## config.mk

```make
export PLATFORM = sky130hd
export DESIGN_NAME = booth_prod_accum_flat
export DESIGN_NICKNAME = d
export VERILOG_FILES = /design/src/rtl/booth_pkg.sv /design/src/rtl/booth_prod_accum_if.sv /design/src/rtl/booth_acc_add.sv /design/src/rtl/booth_prod_accum.sv /design/src/flat_wrapper.sv
export SDC_FILE = /design/constraint.sdc
export NUM_CORES = 1
export LEC_CHECK = 0
export CAP_MARGIN = 0
export CELL_PAD_IN_SITES_DETAIL_PLACEMENT = 0
export CELL_PAD_IN_SITES_GLOBAL_PLACEMENT = 2
export CORE_UTILIZATION = 34
export DETAILED_ROUTE_END_ITERATION = 12
export PLACE_DENSITY = 0.82
export SYNTH_ARGS = -nofsm -noshare
export SYNTH_HDL_FRONTEND = slang
export SYNTH_HIERARCHICAL = 1
export SYNTH_SLANG_ARGS = --single-unit
```

## constraint.sdc

```tcl
create_clock -name CLK -period 3.5 [get_ports CLK]
set_clock_uncertainty 0.05 [all_clocks]
set_input_delay 0.525 -clock CLK [delete_from_list [all_inputs] [get_ports CLK]]
set_output_delay 0.525 -clock CLK [all_outputs]
set_load 0.02 [all_outputs]
```

## src/rtl/booth_pkg.sv

```systemverilog
// Shared definitions for the Booth product accumulator: default widths,
// FSM state encoding and the signed saturation limits at the default width.
// Optional build macro: ACC_SAT_EN (saturating accumulation, see booth_acc_add).
package booth_pkg;

    localparam int DEF_WIDTH = 8;
    localparam int DEF_ACC_W = 24;
    localparam int DEF_CNT_W = 8;

    // IDLE: no partial sum held; ACCUM: a frame is in progress
    typedef enum logic {
        IDLE  = 1'b0,
        ACCUM = 1'b1
    } acc_state_t;

    localparam logic [DEF_ACC_W-1:0] ACC_MAX = {1'b0, {(DEF_ACC_W-1){1'b1}}};
    localparam logic [DEF_ACC_W-1:0] ACC_MIN = {1'b1, {(DEF_ACC_W-1){1'b0}}};

endpackage

```

## src/rtl/booth_prod_accum_if.sv

```systemverilog
// Product-stream and result-buffer signals of the Booth product accumulator.
// The master modport is the side that feeds products and takes results; the
// slave modport is the accumulator itself.
interface booth_prod_accum_if
    import booth_pkg::*;
#(
    parameter int WIDTH = DEF_WIDTH,
    parameter int ACC_W = DEF_ACC_W,
    parameter int CNT_W = DEF_CNT_W
);

    logic [2*WIDTH-1:0] prod_in;
    logic               prod_valid;
    logic               prod_last;
    logic               in_ready;
    logic [ACC_W-1:0]   acc_out;
    logic [CNT_W-1:0]   acc_cnt;
    logic               acc_ovf;
    logic               acc_valid;
    logic               acc_ready;

    modport master (
        output prod_in, prod_valid, prod_last, acc_ready,
        input  in_ready, acc_out, acc_cnt, acc_ovf, acc_valid
    );

    modport slave (
        input  prod_in, prod_valid, prod_last, acc_ready,
        output in_ready, acc_out, acc_cnt, acc_ovf, acc_valid
    );

endinterface

```

## src/rtl/booth_acc_add.sv

```systemverilog
// Combinational extend/add/overflow unit. The running sum and the incoming
// product are both widened by one guard bit so that a signed overflow of the
// ACC_W-bit accumulator shows up as a disagreement of the top two sum bits.
// Optional build macro: ACC_SAT_EN clamps an overflowed sum to the signed
// limit selected by the true sign (the guard bit); otherwise the sum wraps.
module booth_acc_add #(
    parameter int WIDTH = 8,
    parameter int ACC_W = 24
) (
    input  logic [ACC_W-1:0]   acc_i,
    input  logic [2*WIDTH-1:0] prod_i,
    output logic [ACC_W-1:0]   sum_o,
    output logic               ovf_o
);

    logic [ACC_W:0] accExt;
    logic [ACC_W:0] prodExt;
    logic [ACC_W:0] sumFull;

    assign accExt  = {acc_i[ACC_W-1], acc_i};
    assign prodExt = {{(ACC_W+1-2*WIDTH){prod_i[2*WIDTH-1]}}, prod_i};
    assign sumFull = accExt + prodExt;
    assign ovf_o   = sumFull[ACC_W] ^ sumFull[ACC_W-1];

`ifdef ACC_SAT_EN
    localparam logic [ACC_W-1:0] SAT_MAX = {1'b0, {(ACC_W-1){1'b1}}};
    localparam logic [ACC_W-1:0] SAT_MIN = {1'b1, {(ACC_W-1){1'b0}}};

    // Clamp toward the true sign when the guard bit disagrees with the MSB
    always_comb begin
        sum_o = sumFull[ACC_W-1:0];
        if (ovf_o) begin
            sum_o = sumFull[ACC_W] ? SAT_MIN : SAT_MAX;
        end
    end
`else
    assign sum_o = sumFull[ACC_W-1:0];
`endif

endmodule

```

## src/rtl/booth_prod_accum.sv

```systemverilog
// Accumulate stage behind the pipelined radix-4 Booth multiplier. Products of
// a frame are summed into an ACC_W-bit register; the final term of a frame
// loads a one-entry result buffer (sum, term count, sticky overflow) that is
// drained with a valid/ready handshake. Non-last terms keep accumulating while
// the buffer waits, and input is refused only while a full buffer is stalled.
// Optional build macro: ACC_SAT_EN (saturating instead of wrapping sums).
module booth_prod_accum
    import booth_pkg::*;
#(
    parameter int WIDTH = DEF_WIDTH,
    parameter int ACC_W = DEF_ACC_W,
    parameter int CNT_W = DEF_CNT_W
) (
    input  logic                CLK,
    input  logic                RST,
    booth_prod_accum_if.slave   bus
);

    acc_state_t       state_q, state_d;
    logic [ACC_W-1:0] acc_q, acc_d;
    logic [CNT_W-1:0] cnt_q, cnt_d;
    logic             ovf_q, ovf_d;

    logic [ACC_W-1:0] accOut_q, accOut_d;
    logic [CNT_W-1:0] accCnt_q, accCnt_d;
    logic             accOvf_q, accOvf_d;
    logic             accValid_q, accValid_d;

    logic             inReady;
    logic             accept;
    logic             xfer;
    logic [ACC_W-1:0] addBase;
    logic [ACC_W-1:0] addSum;
    logic             addOvf;
    logic [CNT_W-1:0] cntInc;

    assign inReady = !(accValid_q && !bus.acc_ready);
    assign accept  = bus.prod_valid && inReady;
    assign xfer    = accValid_q && bus.acc_ready;
    assign addBase = (state_q == IDLE) ? '0 : acc_q;
    assign cntInc  = (cnt_q == '1) ? cnt_q : cnt_q + CNT_W'(1);

    booth_acc_add #(
        .WIDTH (WIDTH),
        .ACC_W (ACC_W)
    ) u_add (
        .acc_i  (addBase),
        .prod_i (bus.prod_in),
        .sum_o  (addSum),
        .ovf_o  (addOvf)
    );

    // Frame FSM and result buffer next-state: accumulate, or close the frame
    always_comb begin
        state_d    = state_q;
        acc_d      = acc_q;
        cnt_d      = cnt_q;
        ovf_d      = ovf_q;
        accOut_d   = accOut_q;
        accCnt_d   = accCnt_q;
        accOvf_d   = accOvf_q;
        accValid_d = accValid_q && !xfer;

        if (accept) begin
            if (bus.prod_last) begin
                accOut_d   = addSum;
                accCnt_d   = cntInc;
                accOvf_d   = ((state_q == ACCUM) && ovf_q) || addOvf;
                accValid_d = 1'b1;
                acc_d      = '0;
                cnt_d      = '0;
                ovf_d      = 1'b0;
                state_d    = IDLE;
            end else begin
                acc_d   = addSum;
                cnt_d   = cntInc;
                ovf_d   = ((state_q == ACCUM) && ovf_q) || addOvf;
                state_d = ACCUM;
            end
        end
    end

    // State, partial-sum and result-buffer registers
    always_ff @(posedge CLK or posedge RST) begin
        if (RST) begin
            state_q    <= IDLE;
            acc_q      <= '0;
            cnt_q      <= '0;
            ovf_q      <= 1'b0;
            accOut_q   <= '0;
            accCnt_q   <= '0;
            accOvf_q   <= 1'b0;
            accValid_q <= 1'b0;
        end else begin
            state_q    <= state_d;
            acc_q      <= acc_d;
            cnt_q      <= cnt_d;
            ovf_q      <= ovf_d;
            accOut_q   <= accOut_d;
            accCnt_q   <= accCnt_d;
            accOvf_q   <= accOvf_d;
            accValid_q <= accValid_d;
        end
    end

    assign bus.in_ready  = inReady;
    assign bus.acc_out   = accOut_q;
    assign bus.acc_cnt   = accCnt_q;
    assign bus.acc_ovf   = accOvf_q;
    assign bus.acc_valid = accValid_q;

endmodule

```

## src/flat_wrapper.sv

```systemverilog
// flat-port wrapper written by rule: the top's interface ports become plain ports
module booth_prod_accum_flat import booth_pkg::*;
#(
    parameter int WIDTH = DEF_WIDTH,
    parameter int ACC_W = DEF_ACC_W,
    parameter int CNT_W = DEF_CNT_W
)
  (CLK, RST, bus_prod_in, bus_prod_valid, bus_prod_last, bus_acc_ready, bus_in_ready, bus_acc_out, bus_acc_cnt, bus_acc_ovf, bus_acc_valid);
  booth_prod_accum_if #(.WIDTH(WIDTH), .ACC_W(ACC_W), .CNT_W(CNT_W)) bus_i ();
  input  logic CLK;
  input  logic RST;
  input wire logic [$bits(bus_i.prod_in)-1:0] bus_prod_in;
  input wire logic [$bits(bus_i.prod_valid)-1:0] bus_prod_valid;
  input wire logic [$bits(bus_i.prod_last)-1:0] bus_prod_last;
  input wire logic [$bits(bus_i.acc_ready)-1:0] bus_acc_ready;
  output wire logic [$bits(bus_i.in_ready)-1:0] bus_in_ready;
  output wire logic [$bits(bus_i.acc_out)-1:0] bus_acc_out;
  output wire logic [$bits(bus_i.acc_cnt)-1:0] bus_acc_cnt;
  output wire logic [$bits(bus_i.acc_ovf)-1:0] bus_acc_ovf;
  output wire logic [$bits(bus_i.acc_valid)-1:0] bus_acc_valid;
  assign bus_i.prod_in = bus_prod_in;
  assign bus_i.prod_valid = bus_prod_valid;
  assign bus_i.prod_last = bus_prod_last;
  assign bus_i.acc_ready = bus_acc_ready;
  assign bus_in_ready = bus_i.in_ready;
  assign bus_acc_out = bus_i.acc_out;
  assign bus_acc_cnt = bus_i.acc_cnt;
  assign bus_acc_ovf = bus_i.acc_ovf;
  assign bus_acc_valid = bus_i.acc_valid;
  booth_prod_accum #(.WIDTH(WIDTH), .ACC_W(ACC_W), .CNT_W(CNT_W)) u_core (.CLK(CLK), .RST(RST), .bus(bus_i));
endmodule
```

==> results.txt, run 1 <==
----------------------------------------------------
[Run status]
  Status ... complete, no violations

[Synth]
  Register bit count reported by yosys ... 68
  Number of flops mapped to enable cells by yosys ... 0
  Net count after synthesis ... 538
  Synth warn ... 6
  Syn Inst Count ... 491
  Post-synthesis cell area ... 4330 um^2
  Netlist cell types ... 61
  Top FF cell, synth ... sky130_fd_sc_hd__dfrtp_1
  Avg Inst Size Synth ... 8.82 um^2
  Sequential element share of the synthesized area ... 39.3%
  Share of synthesized registers carrying an async set or reset ... 100%

[CTS]
  Post-cts gate resize count ... 0
  Hold bufs inserted after CTS ... 0
  Number of buffers created by CTS ... 9
  Post-CTS Repair Setup Buffers ... 0
  Number of buffers on the longest clock path ... 2
  Clock insertion delay at the later pin of the skew report ... 340 ps
  Clock Tree Root ... sky130_fd_sc_hd__clkbuf_16
  Clock slew at the register clock pins of the worst setup and hold paths ... 60 ps
  TritonCTS clock tree ... yes
  Clock Sinks ... 68
  H-tree depth reported by CTS ... 3

[Job]
  Max-cap viol count ... 0

[Setup path]
  Type of element capturing the critical path ... flop
  Cell family contributing the most delay on the critical path ... compound AO/OA/AOI/OAI gates
  Most common cell on crit path ... sky130_fd_sc_hd__a31oi_2
  Critical path fanouts, max ... 7
  Crit path DAT ... 3260 ps
  Required time at the worst-slack endpoint ... 3660 ps
  Slowest stage delay, CP ... 450 ps
  CP startpoint kind ... flop
  Cell breakdown of the critical path ... and2_1 > ha_1 > fa_1 > a211oi_2 > o21ai_2 > a31oi_2 > o31ai_2 > a31oi_2 > buf_4 > o221ai_1 > xor2_1 > nand3b_1 > nand2_1
  Path type of the worst setup path ... flop to flop
  Critical-path cell with the highest stage delay ... sky130_fd_sc_hd__fa_1
  Crit path buffers/inverters ... 1

[STA]
  Crit path setup slack, layout ... 400 ps
  Post-route fraction of the period consumed by the critical path ... 88.6%
  RSZ-0062 raised after global routing ... no
  Highest clock rate ... 323 MHz
  Final min period ... 3100 ps
  Final-layout setup total negative slack ... 0 ps
  Total count of max-transition violations in the final report ... 0
  Final hold violations ... 0
  Worst rel slew slack ... 44.9%
  Setup Viol. Count Final ... 0
  Transition time at the pin with the least slew margin ... 824 ps

[Detailed routing]
  Count of unresolved DRC violations after routing ... 0
  Detailed Route Iter0 Violations ... 170
  Final wirelength ... 10500 um
  DRT antenna net count ... 0
  Via count normalized by instance count ... 4.96
  Routed length per placed instance ... 14.6 um
  DRT Pass-1 Iters ... 4
  Via count ... 3571

[Floorplanning]
  I/O pin cnt ... 56
  # rows ... 40
  Die area ... 13200 um^2
  Initial core utilization ... 35.5%
  Core area ... 12200 um^2
  Die X-Extent ... 115 um
  Height of the chip ... 115 um

[Global routing]
  M1 GR Usage ... 23.7%
  Number of antenna violations at the first check in global routing ... 0
  Global-route wire length before repair ... 18000 um
  Aggregate global routing overflow ... 0
  Vias in the first global route ... 3674
  Grt met2 use ... 28.1%
  Busiest layer in global routing ... met2
  Largest net degree at the start of global routing ... 38
  Total Routing Usage GR ... 17.6%
  Met3 Track Usage GR ... 3.37%

[Layout]
  Area growth, synth to finish ... 24.3%
  Utilization of the core after routing ... 44.1%
  Total inserted antenna cells ... 0
  Fraction of final layout cells with drive strength greater than 1 ... 9.60%
  Cell area after layout ... 5390 um^2
  Nets ... 594

[Placed design]
  Placed cell areas ... 5070 um^2
  Worst slack at placement ... 65.5 ps
  Placed wire-length estimate after detailed placement ... 7450 um
  Final RePlAce weighted congestion ... 0.813
  PortBufs ... 55

[Power and ir drop]
  IR Drop Worst-Case VDD ... 0.000206 V
  Total power after layout ... 0.00290 W
  Static Leakage ... 2.63 nW
  Pwr/cell area ... 537 nW/um^2

[Worst hold path]
  Type of the tightest min-delay check ... flop to flop

----------------------------------------------------
[tightest hold or removal path: stages, from the launching register on]
cell                      delay [ps]
sky130_fd_sc_hd__dfrtp_1         340
sky130_fd_sc_hd__nand2_1          50
sky130_fd_sc_hd__nand2_1          40
[synth_stat cells, drive strengths merged (2+ instances only)]
library cell,number,share of area [%]
xnor2,10,2.0
o21ai,21,2.6
a211oi,4,0.92
a21oi,29,3.4
nand4,4,0.58
nand2b,3,0.61
o211ai,5,1.1
and2,30,4.3
xor2,13,2.6
and4,2,0.52
nor3,2,0.35
o221ai,3,0.61
a21o,14,2.4
nor2,9,0.78
dfrtp,68,39
clkbuf,8,0.69
nand3b,24,4.2
a211o,2,0.40
o31ai,4,0.81
o21bai,3,0.52
nand3,6,0.69
o21a,3,0.52
mux2i,2,0.46
buf,16,2.6
ha,25,7.2
nand2,144,13
inv,10,0.87
and3,3,0.55
a31oi,6,1.2
[per-layer routing]
layer / part of all wire [%] / wire, um
met5: 0 / 0
met4: 1.6 / 172
met3: 3.3 / 352
met2: 46 / 4810
met1: 49 / 5170
[final timing paths]
path	end	from	slack, ps	cells after the start
worst max-delay path	u_core/acc_q[20]	u_core/state_q	400	13
worst min-delay path	u_core/acc_q[10]	u_core/acc_q[10]	410	2
worst max register to register	u_core/acc_q[20]	u_core/state_q	400	13
worst min register to register	u_core/acc_q[10]	u_core/acc_q[10]	410	2
max in group asynchronous	u_core/bus.acc_out[13]	RST	2140	3
min in group asynchronous	u_core/bus.acc_valid	RST	580	2
[layout by cell type (no fill, tap or decap), drive strengths merged, types with 2 or more instances in the layout]
master           n
nand2          144
mux2i            2
ha              25
a31oi            6
a21o            14
nand4            4
nand3b          24
clkinv           3
buf             14
nand2b           3
and3             3
a21oi           29
o31ai            4
a211oi           4
and2            30
o221ai           3
a211o            2
bufinv           2
xor2            13
clkbuf          11
xnor2           10
clkdlybuf4s50   55
nor2             9
and4             2
o21a             3
dfrtp           68
o21bai           3
nor3             2
o211ai           5
o21ai           21
inv             10
nand3            6
[layout make-up]
cell class | count | area, um^2
Clock buffer | 11 | 243
Clock inverter | 5 | 75.1
Fill cell | 1282 | 6820
Inverter | 10 | 37.5
Multi-Input combinational cell | 389 | 2450
Sequential cell | 68 | 1700
Tap cell | 168 | 210
Timing Repair Buffer | 69 | 668
[registers in the layout, indices dropped and copies added (netlist names)]
| name | count |
|---|---|
| u_core/bus.acc_out | 24 |
| u_core/bus.acc_valid | 1 |
| u_core/ovf_q | 1 |
| u_core/bus.acc_ovf | 1 |
| u_core/cnt_q | 8 |
| u_core/acc_q | 24 |
| u_core/state_q | 1 |
| u_core/bus.acc_cnt | 8 |
[cells by family (layout without fill, tap and decap cells)]
logic type               Yosys count  in the layout  share of synthesized area, %
multiplexers                       3              3                         0.808
flip-flops                        68             68                          39.3
adder cells (fa/ha/maj)           26             26                          7.68
buffers and inverters             34             95                          4.13
AO/OA/AOI/OAI                    103            103                          16.9
XOR/XNOR                          23             23                          4.65
AND/OR/NAND/NOR                  234            234                          26.5
[power breakdown]
part           leakage, nW  switching (W)  internal [W]
clock                0.159       0.000341      0.000639
combinational         1.59       0.000497      0.000397
sequential           0.877      0.0000887      0.000933
[stage by stage]
| stage | cells | hold slack, ps |
|---|---|---|
| global route | 720 | 444 |
| floorplan | 491 | 381 |
| CTS | 720 | 411 |
| global placement | 704 | 395 |
| detailed placement | 704 | 399 |
| finish | 720 | 409 |
No activity file was read; power rests on OpenSTA's default activity.
==> run 2: changes to the inputs <==
--- a/config.mk
+++ b/config.mk
@@ -8,9 +8,10 @@
 export CAP_MARGIN = 0
 export CELL_PAD_IN_SITES_DETAIL_PLACEMENT = 0
 export CELL_PAD_IN_SITES_GLOBAL_PLACEMENT = 2
-export CORE_UTILIZATION = 34
+export CORE_UTILIZATION = 35
+export CTS_BUF_LIST = sky130_fd_sc_hd__clkbuf_4
 export DETAILED_ROUTE_END_ITERATION = 12
-export PLACE_DENSITY = 0.82
+export PLACE_DENSITY = 0.84
 export SYNTH_ARGS = -nofsm -noshare
 export SYNTH_HDL_FRONTEND = slang
 export SYNTH_HIERARCHICAL = 1
==> run 2 against run 1 <==
Effect of this change: sequential share of layout area increased by 1.1 points; setup slack got worse by 44 ps; sequential power about the same; routed wire length increased by 0.20%; combinational power decreased by 0.9%; register-to-register slack got worse by 40 ps; non-clock buffer count decreased by 2; largest cell class unchanged; via count about the same.
==> results.txt, run 2 (synthesized netlist as in run 1, its figures left out) <==
----------------------------------------------------
[Layout]
  Area growth, synth to finish ... 20.4% (was 24.3%)
  Leading cell types in the layout, fill and taps excluded ... sky130_fd_sc_hd__nand2_1 (142), sky130_fd_sc_hd__dfrtp_1 (67), sky130_fd_sc_hd__clkdlybuf4s50_1 (55), sky130_fd_sc_hd__and2_1 (30), sky130_fd_sc_hd__a21oi_1 (28) (was sky130_fd_sc_hd__nand2_1 (142), sky130_fd_sc_hd__dfrtp_1 (68), sky130_fd_sc_hd__clkdlybuf4s50_1 (55), sky130_fd_sc_hd__and2_1 (30), sky130_fd_sc_hd__a21oi_1 (28))
  Utilization of the core after routing ... 43.3% (was 44.1%)
  Fraction of final layout cells with drive strength greater than 1 ... 9.45% (was 9.60%)
  Nets ... 592 (was 594)
  Most frequent standard cell in the layout excluding fill and tap cells ... sky130_fd_sc_hd__nand2_1 (unchanged)

[STA]
  RSZ-0062 raised after global routing ... no (unchanged)
  Total count of max-transition violations in the final report ... 0 (unchanged)
  Final-layout setup total negative slack ... 0 ps (unchanged)
  Post-route fraction of the period consumed by the critical path ... 89.8% (was 88.6%)
  Final min period ... 3140 ps (was 3100 ps)
  Hold WS ... 427 ps (was 409 ps)
  Highest clock rate ... 318 MHz (was 323 MHz)
  Crit path setup slack, layout ... 357 ps (was 400 ps)
  Worst rel slew slack ... 47.4% (was 44.9%)
  Transition time at the pin with the least slew margin ... 789 ps (was 824 ps)
  Setup Viol. Count Final ... 0 (unchanged)
  Final hold violations ... 0 (unchanged)

[Setup path]
  CP startpoint kind ... flop (unchanged)
  Crit path DAT ... 3480 ps (was 3260 ps)
  Startpoint of the worst-slack reg-to-reg timing path ... u_core/state_q (unchanged)
  Critical path fanouts, max ... 15 (was 7)
  Cell family contributing the most delay on the critical path ... compound AO/OA/AOI/OAI gates (unchanged)
  Most common cell on crit path ... sky130_fd_sc_hd__a31oi_2 (unchanged)
  Required time at the worst-slack endpoint ... 3840 ps (was 3660 ps)
  Path type of the worst setup path ... flop to flop (unchanged)
  Origin of the worst setup path ... u_core/state_q (unchanged)
  Slowest stage delay, CP ... 530 ps (was 450 ps)
  Cell breakdown of the critical path ... and2_1 > ha_1 > fa_1 > a211oi_2 > o21ai_2 > a31oi_2 > o31ai_2 > a31oi_2 > buf_4 > o221ai_1 > xor2_1 > nand3b_1 > nand2_1 (unchanged)
  Type of element capturing the critical path ... flop (unchanged)
  Critical-path cell with the highest stage delay ... sky130_fd_sc_hd__dfrtp_2 (was sky130_fd_sc_hd__fa_1)
  Crit path buffers/inverters ... 1 (unchanged)

[Global routing]
  Global-route wire length before repair ... 18000 um (unchanged)
  Total Routing Usage GR ... 18.1% (was 17.6%)
  Number of antenna violations at the first check in global routing ... 1 (was 0)
  Aggregate global routing overflow ... 0 (unchanged)
  Vias in the first global route ... 3579 (was 3674)
  Largest net degree at the start of global routing ... 38 (unchanged)

[Detailed routing]
  DRT Pass-1 Iters ... 4 (unchanged)
  Detailed Route Iter0 Violations ... 164 (was 170)
  DRT antenna net count ... 0 (unchanged)
  Via count normalized by instance count ... 4.96 (about the same)
  Routed length per placed instance ... 14.6 um (about the same)
  Count of unresolved DRC violations after routing ... 0 (unchanged)
  Via count ... 3568 (was 3571)
  Final wirelength ... 10500 um (about the same)

[Floorplanning]
  Height of the chip ... 113 um (was 115 um)
  # rows ... 40 (unchanged)
  Die area ... 12800 um^2 (was 13200 um^2)
  Die X-Extent ... 113 um (was 115 um)
  Initial core utilization ... 35.9% (was 35.5%)
  Core area ... 12100 um^2 (was 12200 um^2)
  I/O pin cnt ... 56 (unchanged)

[Power and ir drop]
  Pwr/cell area ... 482 nW/um^2 (was 537 nW/um^2)
  Static Leakage ... 2.53 nW (was 2.63 nW)
  IR Drop Worst-Case VDD ... 0.000206 V (about the same)

[Run status]
  Status ... complete, no violations (unchanged)

[CTS]
  Number of buffers on the longest clock path ... 2 (unchanged)
  Number of buffers created by CTS ... 9 (unchanged)
  Clock Tree Root ... sky130_fd_sc_hd__clkbuf_4 (was sky130_fd_sc_hd__clkbuf_16)
  TritonCTS clock tree ... yes (unchanged)
  Clock slew at the register clock pins of the worst setup and hold paths ... 120 ps (was 60 ps)
  Hold bufs inserted after CTS ... 0 (unchanged)
  Clock insertion delay at the later pin of the skew report ... 450 ps (was 340 ps)
  Clock Sinks ... 68 (unchanged)
  Post-cts gate resize count ... 0 (unchanged)
  H-tree depth reported by CTS ... 3 (unchanged)
  Post-CTS Repair Setup Buffers ... 0 (unchanged)

[Placed design]
  PortBufs ... 55 (unchanged)
  Worst slack at placement ... 105 ps (was 65.5 ps)
  Final RePlAce weighted congestion ... 0.827 (was 0.813)
  Placed wire-length estimate after detailed placement ... 7340 um (was 7450 um)

[Job]
  Max-cap viol count ... 0 (unchanged)

[Worst hold path]
  Type of the tightest min-delay check ... flop to flop (unchanged)
  Startpoint of the worst hold path ... u_core/acc_q[0] (was u_core/acc_q[10])

----------------------------------------------------
==> run 2: cell count changes in the layout (fill, tap and decap cells not counted), sizes merged <==
cell / before / now
clkinvlp: 0 / 3
clkinv: 3 / 2
diode: 0 / 1
buf: 14 / 12
clkbuf: 11 / 9
==> run 2: path summary, 6_finish.rpt <==
kind                                                to  slack, ps  cells past startpoint
min in group asynchronous              u_core/cnt_q[7]        450                      2
worst max register to register        u_core/acc_q[20]        360                     13
max in group asynchronous       u_core/bus.acc_out[11]       2300                      3
worst min register to register         u_core/acc_q[0]        430                      2
worst max-delay path                  u_core/acc_q[20]        360                     13
worst min-delay path                   u_core/acc_q[0]        430                      2
==> run 2: where the power goes <==
part	internal [W]	total, W	switching (W)	leakage [nW]
clock	0.000285	0.000605	0.000320	0.0756
combinational	0.000395	0.000886	0.000492	1.58
sequential	0.000930	0.00102	0.0000907	0.876
total	0.00161	0.00251	0.000903	2.53
==> run 2: per-layer routing <==
| layer | up-vias | part of all wire, % | global-route usage, % |
|---|---|---|---|
| li1 | 1803 | - | - |
| met5 | - | 0 | 0 |
| met4 | 0 | 1.5 | 7.02 |
| met3 | 12 | 3.0 | 3.32 |
| met1 | 1693 | 50 | 24.7 |
| met2 | 60 | 46 | 28.4 |
==> run 2: worst reg2reg max path, cell delays in order, from the launching register on <==
cell,delay [ps]
sky130_fd_sc_hd__dfrtp_2,530
sky130_fd_sc_hd__and2_1,180
sky130_fd_sc_hd__ha_1,250
sky130_fd_sc_hd__fa_1,440
sky130_fd_sc_hd__a211oi_2,240
sky130_fd_sc_hd__o21ai_2,110
sky130_fd_sc_hd__a31oi_2,250
sky130_fd_sc_hd__o31ai_2,100
sky130_fd_sc_hd__a31oi_2,260
sky130_fd_sc_hd__buf_4,170
sky130_fd_sc_hd__o221ai_1,130
sky130_fd_sc_hd__xor2_1,190
sky130_fd_sc_hd__nand3b_1,90
sky130_fd_sc_hd__nand2_1,100
==> run 2: through the flow <==
step | power [W] | cells | area (um^2)
floorplan | 0.00159 | 491 | 4330
global route | 0.00269 | 719 | 5220
finish | 0.00251 | 719 | 5220
global placement | 0.00192 | 702 | 5050
detailed placement | 0.00193 | 702 | 5050
CTS | 0.00255 | 718 | 5210
==> run 2: cell type report <==
cell class,instances,area (um^2)
fillers,1227,6840
multi-input cells,389,2450
flip-flops and latches,68,1700
repair buffers,67,653
well taps,168,210
clock inverters,7,91.3
clock buffers,9,67.6
inverters,10,37.5
diodes,1,2.50
==> run 3: changes to the inputs <==
--- a/config.mk
+++ b/config.mk
@@ -12,6 +12,7 @@
 export CTS_BUF_LIST = sky130_fd_sc_hd__clkbuf_4
 export DETAILED_ROUTE_END_ITERATION = 12
 export PLACE_DENSITY = 0.84
+export SLEW_MARGIN = 40
 export SYNTH_ARGS = -nofsm -noshare
 export SYNTH_HDL_FRONTEND = slang
 export SYNTH_HIERARCHICAL = 1
==> results of run 3 <==
The final DEF is identical to that of run 2; final timing and power are the same.
